$ cat config.mk
export PLATFORM = sky130hd
export DESIGN_NAME = master_stream_gen
export DESIGN_NICKNAME = d
export VERILOG_FILES = /design/src/rtl/master_pkg.sv /design/src/rtl/master_pat_gen.sv /design/src/rtl/master_stream_gen.sv
export SDC_FILE = /design/constraint.sdc
export NUM_CORES = 1
export LEC_CHECK = 0
export ABC_AREA = 1
export CAP_MARGIN = 30
export CORE_AREA = 3 3 94 96
export DETAILED_ROUTE_END_ITERATION = 10
export DIE_AREA = 0 0 97 99
export GPL_TIMING_DRIVEN = 0
export MAX_ROUTING_LAYER = met4
export PLACE_DENSITY = 0.58
export SLEW_MARGIN = 40
export SYNTH_ARGS = -nofsm -noshare
export SYNTH_HDL_FRONTEND = slang
export SYNTH_SLANG_ARGS = --single-unit
$ cat constraint.sdc
create_clock -name clk -period 1.9 [get_ports clk]
set_clock_uncertainty 0.15 [all_clocks]
set_input_delay 0.38 -clock clk [delete_from_list [all_inputs] [get_ports clk]]
set_output_delay 0.38 -clock clk [all_outputs]
set_load 0.05 [all_outputs]
$ cat src/rtl/master_pkg.sv
// Shared definitions for the stream generator: data-pattern mode codes,
// FSM state encoding and the LFSR feedback taps with a helper to advance it.
package master_pkg;

    localparam logic [1:0] MODE_RAMP = 2'd0;
    localparam logic [1:0] MODE_LFSR = 2'd1;
    localparam logic [1:0] MODE_IDX  = 2'd2;
    localparam logic [1:0] MODE_RSVD = 2'd3;

    typedef enum logic [1:0] {
        IDLE = 2'd0,
        SEND = 2'd1,
        GAP  = 2'd2
    } state_t;

    // Taps 32,22,2,1 expressed as bit positions 31,21,1,0.
    localparam logic [31:0] LFSR_TAPS = 32'h8020_0003;

    // Fibonacci step: shift left, XOR of the tapped bits enters at bit 0.
    function automatic logic [31:0] lfsr_step(input logic [31:0] s);
        return {s[30:0], ^(s & LFSR_TAPS)};
    endfunction

endpackage

$ cat src/rtl/master_pat_gen.sv
// Beat data pattern source. Holds the beat index (wraps at SEQ_LEN) and the
// 32-bit LFSR; both step once per accepted beat and return to their start
// values on restart or reset. The data word is formed from them per mode.
// Ports:
//   clk, RSTn   clock, synchronous active-low reset
//   i_advance   step index and LFSR (a beat was transferred)
//   i_restart   index to 0, LFSR to LFSR_SEED (new burst)
//   i_mode      pattern select (ramp / LFSR / index / all ones)
//   o_data      current beat data word
module master_pat_gen
    import master_pkg::*;
#(
    parameter int          DATA_W    = 24,
    parameter int          SEQ_LEN   = 6,
    parameter logic [31:0] LFSR_SEED = 32'hACE1_0001
)(
    input  logic              clk,
    input  logic              RSTn,
    input  logic              i_advance,
    input  logic              i_restart,
    input  logic [1:0]        i_mode,
    output logic [DATA_W-1:0] o_data
);

    localparam int IDX_W = (SEQ_LEN > 1) ? $clog2(SEQ_LEN) : 1;
    localparam int N_LANE = DATA_W / 8;

    logic [IDX_W-1:0]  r_idx;
    logic [31:0]       r_lfsr;
    logic [7:0]        w_idx8;
    logic [DATA_W-1:0] w_data;

    always_ff @(posedge clk) begin
        if (!RSTn || i_restart) begin
            r_idx  <= '0;
            r_lfsr <= LFSR_SEED;
        end else if (i_advance) begin
            r_idx  <= (r_idx == IDX_W'(SEQ_LEN - 1)) ? '0 : r_idx + IDX_W'(1);
            r_lfsr <= lfsr_step(r_lfsr);
        end
    end

    assign w_idx8 = 8'(r_idx);

    always_comb begin
        w_data = '1;
        case (i_mode)
            MODE_RAMP: begin
                // Lane 0 is the most significant byte; 8-bit product wraps mod 256.
                for (int j = 0; j < N_LANE; j++) begin
                    w_data[DATA_W-1-8*j -: 8] = (w_idx8 + 8'(j)) * 8'h11;
                end
            end
            MODE_LFSR: begin
                // LFSR replicated upward for widths above 32, low bits otherwise.
                for (int b = 0; b < DATA_W; b++) begin
                    w_data[b] = r_lfsr[b % 32];
                end
            end
            MODE_IDX:  w_data = DATA_W'(r_idx);
            default:   w_data = '1;
        endcase
    end

    assign o_data = w_data;

endmodule

$ cat src/rtl/master_stream_gen.sv
// Valid/ready stimulus source. Emits bursts (or a continuous stream) of
// pattern words with a last-beat flag, optional idle gaps after each beat,
// and a done pulse after a finite burst completes.
// Ports:
//   clk, RSTn       clock, synchronous active-low reset
//   master_en       run enable; dropping it ends the stream at a beat boundary
//   start           burst start pulse, honoured only when idle
//   mode, burst_len, gap_cycles   configuration, captured at start
//   master_valid, master_data, master_last   beat output
//   bus_ready       downstream accept
//   busy, done, beat_cnt          status
//
// state | meaning
// IDLE  | waiting for start with master_en high
// SEND  | beat presented, held until bus_ready
// GAP   | valid low, counting down the inter-beat gap
module master_stream_gen
    import master_pkg::*;
#(
    parameter int          DATA_W    = 24,
    parameter int          SEQ_LEN   = 6,
    parameter int          LEN_W     = 8,
    parameter int          GAP_W     = 4,
    parameter logic [31:0] LFSR_SEED = 32'hACE1_0001
)(
    input  logic              clk,
    input  logic              RSTn,
    input  logic              master_en,
    input  logic              start,
    input  logic [1:0]        mode,
    input  logic [LEN_W-1:0]  burst_len,
    input  logic [GAP_W-1:0]  gap_cycles,
    output logic              master_valid,
    input  logic              bus_ready,
    output logic [DATA_W-1:0] master_data,
    output logic              master_last,
    output logic              busy,
    output logic              done,
    output logic [LEN_W-1:0]  beat_cnt
);

    state_t            r_state;
    state_t            w_state_nxt;
    logic [1:0]        r_mode;
    logic [LEN_W-1:0]  r_len;
    logic [LEN_W-1:0]  r_beat_cnt;
    logic [GAP_W-1:0]  r_gap;
    logic [GAP_W-1:0]  r_gap_cnt;
    logic              r_done;
    logic              w_start_ok;
    logic              w_xfer;
    logic              w_final;

    assign w_start_ok = (r_state == IDLE) && start && master_en;
    assign w_xfer     = (r_state == SEND) && bus_ready;
    // burst_len 0 means continuous, so no beat is ever final.
    assign w_final    = (r_len != '0) && (r_beat_cnt == r_len - LEN_W'(1));

    always_ff @(posedge clk) begin
        if (!RSTn) r_state <= IDLE;
        else       r_state <= w_state_nxt;
    end

    always_comb begin
        w_state_nxt = r_state;
        case (r_state)
            IDLE: if (start && master_en) w_state_nxt = SEND;
            SEND: begin
                // A pending beat is never dropped: master_en only acts after transfer.
                if (w_xfer) begin
                    if (w_final || !master_en) w_state_nxt = IDLE;
                    else if (r_gap != '0)      w_state_nxt = GAP;
                end
            end
            GAP: begin
                if (!master_en)                    w_state_nxt = IDLE;
                else if (r_gap_cnt == GAP_W'(1))   w_state_nxt = SEND;
            end
            default: w_state_nxt = IDLE;
        endcase
    end

    always_ff @(posedge clk) begin
        if (!RSTn) begin
            r_mode     <= MODE_RAMP;
            r_len      <= '0;
            r_gap      <= '0;
            r_beat_cnt <= '0;
            r_gap_cnt  <= '0;
            r_done     <= 1'b0;
        end else begin
            r_done <= w_xfer && w_final;
            if (w_start_ok) begin
                r_mode     <= mode;
                r_len      <= burst_len;
                r_gap      <= gap_cycles;
                r_beat_cnt <= '0;
            end else if (w_xfer) begin
                r_beat_cnt <= r_beat_cnt + LEN_W'(1);
            end
            // Down-counter loaded on every transfer; only consumed in GAP.
            if (w_xfer)                r_gap_cnt <= r_gap;
            else if (r_state == GAP)   r_gap_cnt <= r_gap_cnt - GAP_W'(1);
        end
    end

    master_pat_gen #(
        .DATA_W    (DATA_W),
        .SEQ_LEN   (SEQ_LEN),
        .LFSR_SEED (LFSR_SEED)
    ) u_pat (
        .clk       (clk),
        .RSTn      (RSTn),
        .i_advance (w_xfer),
        .i_restart (w_start_ok),
        .i_mode    (r_mode),
        .o_data    (master_data)
    );

    assign master_valid = (r_state == SEND);
    assign master_last  = master_valid && w_final;
    assign busy         = (r_state != IDLE);
    assign done         = r_done;
    assign beat_cnt     = r_beat_cnt;

endmodule

==> qor.yml, run 1 <==
synthCells: 449
holdPathEnd: "u_pat.r_lfsr[25]"
grt_pass1_vias: 3213
syn2layout_area_growth_pct: 49.9
core_um2: 8130
syn_area_um2: 3170
violations: "negative setup slack"
worstRegToRegCells: 14
die_w_um: 97
yosys.area.top_type_share: 0.404
port_buffers: 54
netlist-cell-type-count: 36
wl_per_cell_um: 15.2
cts_tree: "yes"
setup_viol: 23
num_vias: 3287
power_density_nw_per_um2: 924
synth_seq_cells: 64
initial_core_util: 0.390
num_antenna_cells: 0
path_cells: "inv_4 -> ha_4 -> inv_2 -> nand2_1 -> nand2_1 -> nor2_1 -> nand3_1 -> nor2_1 -> nand3_2 -> nor2_4 -> buf_8"
nets: 567
synth_nets: 476
postCtsHoldBufs: 0
crit_fanout: 6
cts_htree_levels: 3
seq_area_frac_synth: 0.404
yosysTopAreaCell: "dfxtp_1"
drt_first_pass_iters: 4
avgSynthCellArea_um2: 7.06
cts-buffers-inserted: 9
grt_setup_unrepaired: "yes"
status: "complete, but fails checks"
cts.sink_count: 64
route.detailed.drc: 0
rrSetupSlack_ns: 0.05
placementRows: 33
final_common_cell: "nand2_1"
drv_cap: 0
clkLatencyLatePin_ns: 0.35
worst_slack_ns: -0.470
grt_max_degree: 11
cpMaxStageDelayCell: "dfxtp_2"
io-pin-count: 55
clk_pin_slew_ns: 0.07
leakage_nw: 2.03
maxSlewViolCount: 0
hold_path_depth: 2
postRouteAntennaNets: 0
fmaxAchievable_ghz: 0.422
min_period_ns: 2.37
r2r_end: "r_state[0]"
final_layout_size_suffix_gt1_frac: 0.314
final_cell_mix: "nand2_1, dfxtp_1, a21oi_1"
dp_worst_setup_slack_ns: -0.848
slowest_delay_ns: 0.36
gr-total-overflow: 0
globalRouteTotalUtil: 0.211
synthFlopType: "dfxtp_1"
hold_viol_final: 0
ys_top_cells_by_area: "dfxtp_1, nand2_1, a21oi_1"
grt_pass1_wl_um: 15800
hold_ws_ns: 0.302
wl_um: 9880
start_kind: "flop"
synth-async-reset-ratio: 0
vias_per_cell: 5.06
cp-end-kind: "primary output"
fp.dieArea_um2: 9600
place_hpwl_um: 6380
synth_warnings: 0
utilization: 0.584
tightest_slew_ns: 0.494
timing.rr.start: "r_len[0]"
drt_iter0_markers: 146
gp_congestion: 0.837
post-route-period-util: 1.25
hp-start: "u_pat.r_lfsr[25]"
crit_type: "flop to primary output"
finalNonFillerCells: 649
hold_class: "flop to flop"
clockRootBuffer: "clkbuf_8"
relSlewSlack: 0.672
clk_path_buf_depth: 2
peakVddDrop_mv: 0.492
synth_edf_count: 0
die_h_um: 99
cp.required_ns: 1.37
crit_start: "r_len[0]"
dp.cells: 608
grt_antenna_before_repair: 0
total_power_mw: 4.39
arrival_ns: 1.84
## through the flow
stage | setup TNS [ns] | cell area [um2]
final | -3.74 | 4750
after global routing | -5.16 | 4750
after CTS | -4.56 | 4620
after detailed placement | -19.33 | 3900
after global placement | -19.64 | 3900
after floorplan | -0.384 | 3230
## layer usage
| metal | global-route usage | wire length [um] |
|---|---|---|
| met1 | 0.265 | 4610 |
| met2 | 0.332 | 4570 |
| met3 | 0.0460 | 407 |
| met4 | 0.0842 | 294 |
| met5 | - | 0 |
## critical path, delay by kind of cell, from the launching register on
family / cells / cell delay, ns
fa+ha+maj: 1 / 0.27
buf+inv: 3 / 0.24
flops: 1 / 0.36
simple gates: 7 / 0.63
## Yosys cell counts, types with 2 or more instances
cell      number
buf_1          2
nor2_1        39
nand3_1       20
ha_1           8
nor4_1         2
inv_1         54
dfxtp_1       64
o211ai_1       4
nor2_4         3
xor2_1         4
clkbuf_1       7
o22ai_1        3
xnor2_1        4
nor3_1         4
buf_2          8
nand2_1       76
a22oi_1        2
nor3b_1        2
inv_2         10
nor2_2         3
o31ai_1        2
o21ai_0       50
o21ai_1       12
nand4_2        2
a21oi_1       53
## cell type report
cell class	instances	area, um2
buffer	17	109
inverter	65	268
tap	105	131
clock buffer	12	155
clock inverter	3	65.1
multi-input combinational	302	1880
timing repair buffer	81	838
sequential	64	1310
fill	744	3380
## logic make-up (layout without fill, tap and decap cells)
family / Yosys count / count (layout) / share of synthesized area
adders and majority gates: 8 / 8 / 0.0316
and+or+nand+nor: 156 / 156 / 0.222
xor gates and xnor gates: 8 / 8 / 0.0221
buffers and inverters: 83 / 178 / 0.103
DFF: 64 / 64 / 0.404
AOI/OAI and AO/OA: 130 / 130 / 0.217
## worst max-delay path by stage
stage                     end  slack, ns
2_1_floorplan  master_data[2]      -0.08
3_3_place_gp      master_last      -0.84
3_5_place_dp      master_last      -0.85
4_1_cts           master_last      -0.49
5_1_grt           master_last      -0.59
6_report          master_last      -0.47
## power breakdown
part	total, mW	switching, mW	internal [mW]
Clock	1.35	0.550	0.802
Sequential	1.57	0.105	1.46
Combinational	1.47	0.909	0.564
## timing repair
item,CTS,global route
endpoints found under the setup margin,36,29
buffers inserted,18,7
pin swaps,10,15
gates cloned,2,0
resized for setup,263,28
## sequential cells by signal (all words and copies together), names as in the netlist
name and count:
u_pat.r_idx 3, beat_cnt 8, r_state 2, r_len 8
done 1, r_gap_cnt 4, r_mode 2, u_pat.r_lfsr 32
r_gap 4
No activity file was read; power rests on OpenSTA's default activity.
==> run 2: changes to the inputs <==
--- a/config.mk
+++ b/config.mk
@@ -8,10 +8,10 @@
 export ABC_AREA = 1
 export CAP_MARGIN = 30
 export CORE_AREA = 3 3 94 96
+export CTS_BUF_LIST = sky130_fd_sc_hd__clkbuf_2 sky130_fd_sc_hd__clkbuf_4 sky130_fd_sc_hd__clkbuf_8
 export DETAILED_ROUTE_END_ITERATION = 10
 export DIE_AREA = 0 0 97 99
 export GPL_TIMING_DRIVEN = 0
-export MAX_ROUTING_LAYER = met4
 export PLACE_DENSITY = 0.58
 export SLEW_MARGIN = 40
 export SYNTH_ARGS = -nofsm -noshare
==> qor.yml, run 2 (same netlist as run 1, synthesis figures left out) <==
status: "complete, but fails checks"  # unchanged
violations: "negative setup slack"  # unchanged
postRouteAntennaNets: 0  # unchanged
leakage_nw: 2.05  # was 2.03 nW
fmaxAchievable_ghz: 0.422  # about the same
placementRows: 33  # unchanged
top_usage_layer: "met2"  # unchanged
hold_class: "flop to flop"  # unchanged
grt_antenna_before_repair: 0  # unchanged
num_vias: 3357  # was 3287
grt_setup_unrepaired: "yes"  # unchanged
met2_usage: 0.330  # was 0.332
die_h_um: 99  # unchanged
grt_max_degree: 11  # unchanged
arrival_ns: 1.84  # about the same
port_buffers: 54  # unchanged
clk_path_buf_depth: 2  # unchanged
num_antenna_cells: 0  # unchanged
wl_um: 10300  # was 9880 um
crit_type: "flop to primary output"  # unchanged
io-pin-count: 55  # unchanged
top_register: "u_pat.r_lfsr"  # unchanged
clk_pin_slew_ns: 0.07  # about the same
cts.sink_count: 64  # unchanged
cp.required_ns: 1.37  # about the same
total_power_mw: 4.43  # was 4.39 mW
clkLatencyLatePin_ns: 0.35  # about the same
gp_congestion: 0.824  # was 0.837
maxSlewViolCount: 0  # unchanged
syn2layout_area_growth_pct: 52.2  # was 49.9%
tns_ns: -4.47  # was -3.74 ns
grt_util_met3: 0.0446  # was 0.0460
final_layout_size_suffix_gt1_frac: 0.326  # was 0.314
dp_worst_setup_slack_ns: -0.848  # unchanged
met1_usage: 0.268  # was 0.265
core_um2: 8130  # unchanged
nets: 572  # was 567
final_cell_mix: "nand2_1, dfxtp_1, inv_1, a21oi_1, o21ai_0"  # was nand2_1, dfxtp_1, a21oi_1
hold_viol_final: 0  # unchanged
power.clock.fraction: 0.308  # about the same
combPwrFrac: 0.339  # was 0.335
timing.rr.start: "r_len[0]"  # unchanged
peakVddDrop_mv: 0.535  # was 0.492 mV
cts_htree_levels: 3  # unchanged
r2r_end: "r_state[0]"  # unchanged
setup_viol: 23  # unchanged
worst_slack_ns: -0.471  # was -0.470 ns
gr-total-overflow: 0  # unchanged
p_int_mw: 2.85  # was 2.83 mW
utilization: 0.593  # was 0.584
min_period_ns: 2.37  # about the same
route.detailed.drc: 0  # unchanged
drv_cap: 0  # unchanged
drt_iter0_markers: 114  # was 146
relSlewSlack: 0.658  # was 0.672
post-route-period-util: 1.25  # about the same
rrSetupSlack_ns: 0.05  # about the same
grt_pass1_vias: 3199  # was 3213
cp-end-kind: "primary output"  # unchanged
crit_fanout: 6  # unchanged
start_kind: "flop"  # unchanged
largest_register_ffs: 32  # unchanged
tightest_slew_ns: 0.513  # was 0.494 ns
initial_core_util: 0.390  # unchanged
seq_power_share: 0.353  # was 0.357
globalRouteTotalUtil: 0.204  # was 0.211
die_w_um: 97  # unchanged
grt_pass1_wl_um: 15800  # about the same
fill_cells: 715  # was 744
vias_per_cell: 5.13  # was 5.06
worstRegToRegCells: 14  # unchanged
cp-endpoint: "master_last"  # unchanged
place_hpwl_um: 6380  # unchanged
crit_start: "r_len[0]"  # unchanged
clockRootBuffer: "clkbuf_8"  # unchanged
drt_first_pass_iters: 4  # unchanged
wl_per_cell_um: 15.8  # was 15.2 um
p_switching_mw: 1.58  # was 1.56 mW
cts-buffers-inserted: 9  # unchanged
fp.dieArea_um2: 9600  # unchanged
final_common_cell: "nand2_1"  # unchanged
cts_tree: "yes"  # unchanged
power_density_nw_per_um2: 919  # was 924 nW/um2
swShare: 0.356  # about the same
[run 2: per-layer routing]
metal	vias to the layer above	part of all wire
met5	-	0
met1	1568	0.45
met3	14	0.055
met2	107	0.48
met4	0	0.019
li1	1668	-
[run 2: what timing repair did]
item / 4_1_cts / 5_1_grt
buffers inserted: 17 / 14
setup endpoints to repair: 36 / 29
gates cloned: 1 / 1
resized for setup: 257 / 40
pin swaps: 12 / 17
hold buffers: 0 / 0
[run 2: metrics by stage]
step | instance area, um2 | std cells | hold WS [ns]
2_1_floorplan | 3230 | 449 | 0.279
3_3_place_gp | 3900 | 608 | 0.290
3_5_place_dp | 3900 | 608 | 0.299
4_1_cts | 4580 | 641 | 0.308
5_1_grt | 4820 | 654 | 0.334
6_report | 4820 | 654 | 0.303
[run 2: worst min-delay path by stage]
stage / end / from / cells after the start
2_1_floorplan: u_pat.r_lfsr[25] / u_pat.r_lfsr[25] / 2
3_3_place_gp: u_pat.r_lfsr[28] / u_pat.r_lfsr[28] / 2
3_5_place_dp: u_pat.r_lfsr[25] / u_pat.r_lfsr[25] / 2
4_1_cts: u_pat.r_lfsr[25] / u_pat.r_lfsr[25] / 2
5_1_grt: u_pat.r_lfsr[28] / u_pat.r_lfsr[28] / 2
6_report: u_pat.r_lfsr[25] / u_pat.r_lfsr[25] / 2
[run 2: cell type report]
class,count,area [um2],share of cell area
clock inverter,3,65.1,0.0135
clock buffer,12,159,0.0329
buffer,17,110,0.0228
multi-input combinational,302,1900,0.394
sequential,64,1310,0.272
timing repair buffer,86,878,0.182
inverter,65,268,0.0555
tap,105,131,0.0272
[run 2: power groups by stage]
stage,registers [mW],logic (mW),clock network (mW)
global route,1.58,1.63,1.45
finish,1.57,1.50,1.36
floorplan,1.58,0.852,0
global placement,1.59,1.19,0
detailed placement,1.59,1.20,0
CTS,1.56,1.38,1.38
[run 2: worst max-delay path, stage by stage, from the launching register on]
cell     delay [ns]
dfxtp_2        0.36
inv_4          0.06
ha_4           0.27
inv_2          0.03
nand2_1        0.05
nand2_1        0.04
nor2_1         0.08
nand3_1        0.08
nor2_1         0.11
nand3_2        0.13
nor2_4         0.14
buf_8          0.15
==> run 3: changes to the inputs <==
--- a/config.mk
+++ b/config.mk
@@ -7,12 +7,12 @@
 export LEC_CHECK = 0
 export ABC_AREA = 1
 export CAP_MARGIN = 30
-export CORE_AREA = 3 3 94 96
+export CORE_AREA = 3 3 83 85
 export CTS_BUF_LIST = sky130_fd_sc_hd__clkbuf_2 sky130_fd_sc_hd__clkbuf_4 sky130_fd_sc_hd__clkbuf_8
 export DETAILED_ROUTE_END_ITERATION = 10
-export DIE_AREA = 0 0 97 99
+export DIE_AREA = 0 0 86 88
 export GPL_TIMING_DRIVEN = 0
-export PLACE_DENSITY = 0.58
+export PLACE_DENSITY = 0.72
 export SLEW_MARGIN = 40
 export SYNTH_ARGS = -nofsm -noshare
 export SYNTH_HDL_FRONTEND = slang
==> qor.yml, run 3 (same netlist as run 1, synthesis figures left out) <==
status: "complete, but fails checks"  # unchanged
violations: "negative setup slack"  # unchanged
postCtsHoldBufs: 0  # unchanged
cts_tree: "yes"  # unchanged
peakVddDrop_mv: 0.676  # was 0.535 mV
dp_worst_setup_slack_ns: -0.876  # was -0.848 ns
initial_core_util: 0.505  # was 0.390
drt_iter0_markers: 259  # was 114
tightest_slew_ns: 0.485  # was 0.513 ns
hold_class: "flop to flop"  # unchanged
port_buffers: 54  # unchanged
core_um2: 6280  # was 8130 um2
wl_um: 10500  # was 10300 um
cts_htree_levels: 3  # unchanged
route.detailed.drc: 0  # unchanged
drv_cap: 0  # unchanged
arrival_ns: 1.87  # was 1.84 ns
gr-total-overflow: 0  # unchanged
crit_fanout: 3  # was 6
post-route-period-util: 1.27  # was 1.25
placed_cell_area_um2: 3870  # was 3900 um2
cts.sink_count: 64  # unchanged
grt_setup_unrepaired: "yes"  # unchanged
gp_congestion: 0.819  # was 0.824
syn2layout_area_growth_pct: 50.4  # was 52.2%
drt_first_pass_iters: 4  # unchanged
cts-buffers-inserted: 9  # unchanged
cp-end-kind: "primary output"  # unchanged
crit_type: "flop to primary output"  # unchanged
fmaxAchievable_ghz: 0.416  # was 0.422 GHz
clk_pin_slew_ns: 0.07  # about the same
placementRows: 29  # was 33
leakage_nw: 2.03  # was 2.05 nW
postRouteAntennaNets: 0  # unchanged
setup_viol: 22  # was 23
grt_pass1_wl_um: 15700  # was 15800 um
place_hpwl_um: 6040  # was 6380 um
min_period_ns: 2.40  # was 2.37 ns
maxSlewViolCount: 0  # unchanged
fp.dieArea_um2: 7570  # was 9600 um2
die_h_um: 88  # was 99 um
start_kind: "flop"  # unchanged
grt_pass1_vias: 3284  # was 3199
num_antenna_cells: 0  # unchanged
final_layout_size_suffix_gt1_frac: 0.324  # was 0.326
vias_per_cell: 5.48  # was 5.13
io-pin-count: 55  # unchanged
die_w_um: 86  # was 97 um
largest_register_ffs: 32  # unchanged
power_density_nw_per_um2: 892  # was 919 nW/um2
design_area_um2: 4770  # was 4820 um2
grt_max_degree: 11  # unchanged
nets: 572  # unchanged
hold_ws_ns: 0.305  # was 0.303 ns
grt_antenna_before_repair: 0  # unchanged
clk_path_buf_depth: 2  # unchanged
num_vias: 3434  # was 3357
top_register: "u_pat.r_lfsr"  # unchanged
final_common_cell: "nand2_1"  # unchanged
globalRouteTotalUtil: 0.268  # was 0.204
relSlewSlack: 0.677  # was 0.658
cp.required_ns: 1.37  # about the same
clkLatencyLatePin_ns: 0.35  # about the same
worst_slack_ns: -0.505  # was -0.471 ns
hold_viol_final: 0  # unchanged
clockRootBuffer: "clkbuf_8"  # unchanged
final_cell_mix: "nand2_1, dfxtp_1, a21oi_1"  # was nand2_1, dfxtp_1, inv_1, a21oi_1, o21ai_0
wl_per_cell_um: 16.8  # was 15.8 um
==> run 3: changes by cell type in the layout (fill, tap and decap cells not counted), moves of 3 or more <==
cell     previous run  this run
nand2_2            10         7
buf_6              27        31
nor2_2              6         3
inv_2              12        16
nand2_1            65        68
buf_4              23        19
==> run 3: critical path, stage by stage, from the launching register on <==
cell     delay, ns
dfxtp_2       0.34
inv_2         0.07
ha_4          0.28
inv_2         0.03
nand2_1       0.05
nand2_1       0.04
nor2_1        0.08
nand3_1       0.10
nor2_1        0.13
nand3_2       0.14
nor2_4        0.11
buf_6         0.16
==> run 3: per-stage QoR <==
stage,cells,TNS (ns),power (mW),utilization
floorplan,449,-0.384,2.43,-
global placement,580,-17.27,2.76,0.616
detailed placement,580,-18.23,2.78,0.616
CTS,617,-4.00,4.12,0.727
global route,627,-5.81,4.46,0.760
finish,627,-4.75,4.26,0.760
==> run 3: where the power goes <==
group,leakage (nW),internal [mW],switching [mW]
combinational,1.40,0.580,0.951
clock,0.0995,0.609,0.545
sequential,0.529,1.46,0.109
==> run 3: area by class of cell <==
type	count	area, um2
Clock inverter	2	12.5
Multi-Input combinational cell	302	1900
Timing Repair Buffer	86	888
Sequential cell	64	1310
Buffer	17	110
Tap cell	77	96.3
Inverter	65	268
Clock buffer	14	180
Fill cell	456	1510
==> run 3: layer usage <==
layer,share of wire,global-route usage,routed length (um)
met5,0,0,0
met4,0.031,0.138,323
met3,0.065,0.0743,685
met2,0.48,0.437,5050
met1,0.42,0.322,4460
==> run 3: timing repair <==
item | CTS | global route
pin swaps | 14 | 23
endpoints found under the setup margin | 36 | 29
cloned | 2 | 0
buffers inserted | 19 | 12
resized for setup | 260 | 40
==> run 3: final timing paths <==
check	from	to	slack, ns	cells after the start
max	r_len[1]	master_last	-0.50	11
min reg2reg	u_pat.r_lfsr[25]	u_pat.r_lfsr[25]	0.31	2
min	u_pat.r_lfsr[25]	u_pat.r_lfsr[25]	0.31	2
max reg2reg	r_len[1]	r_state[0]	-0.15	15
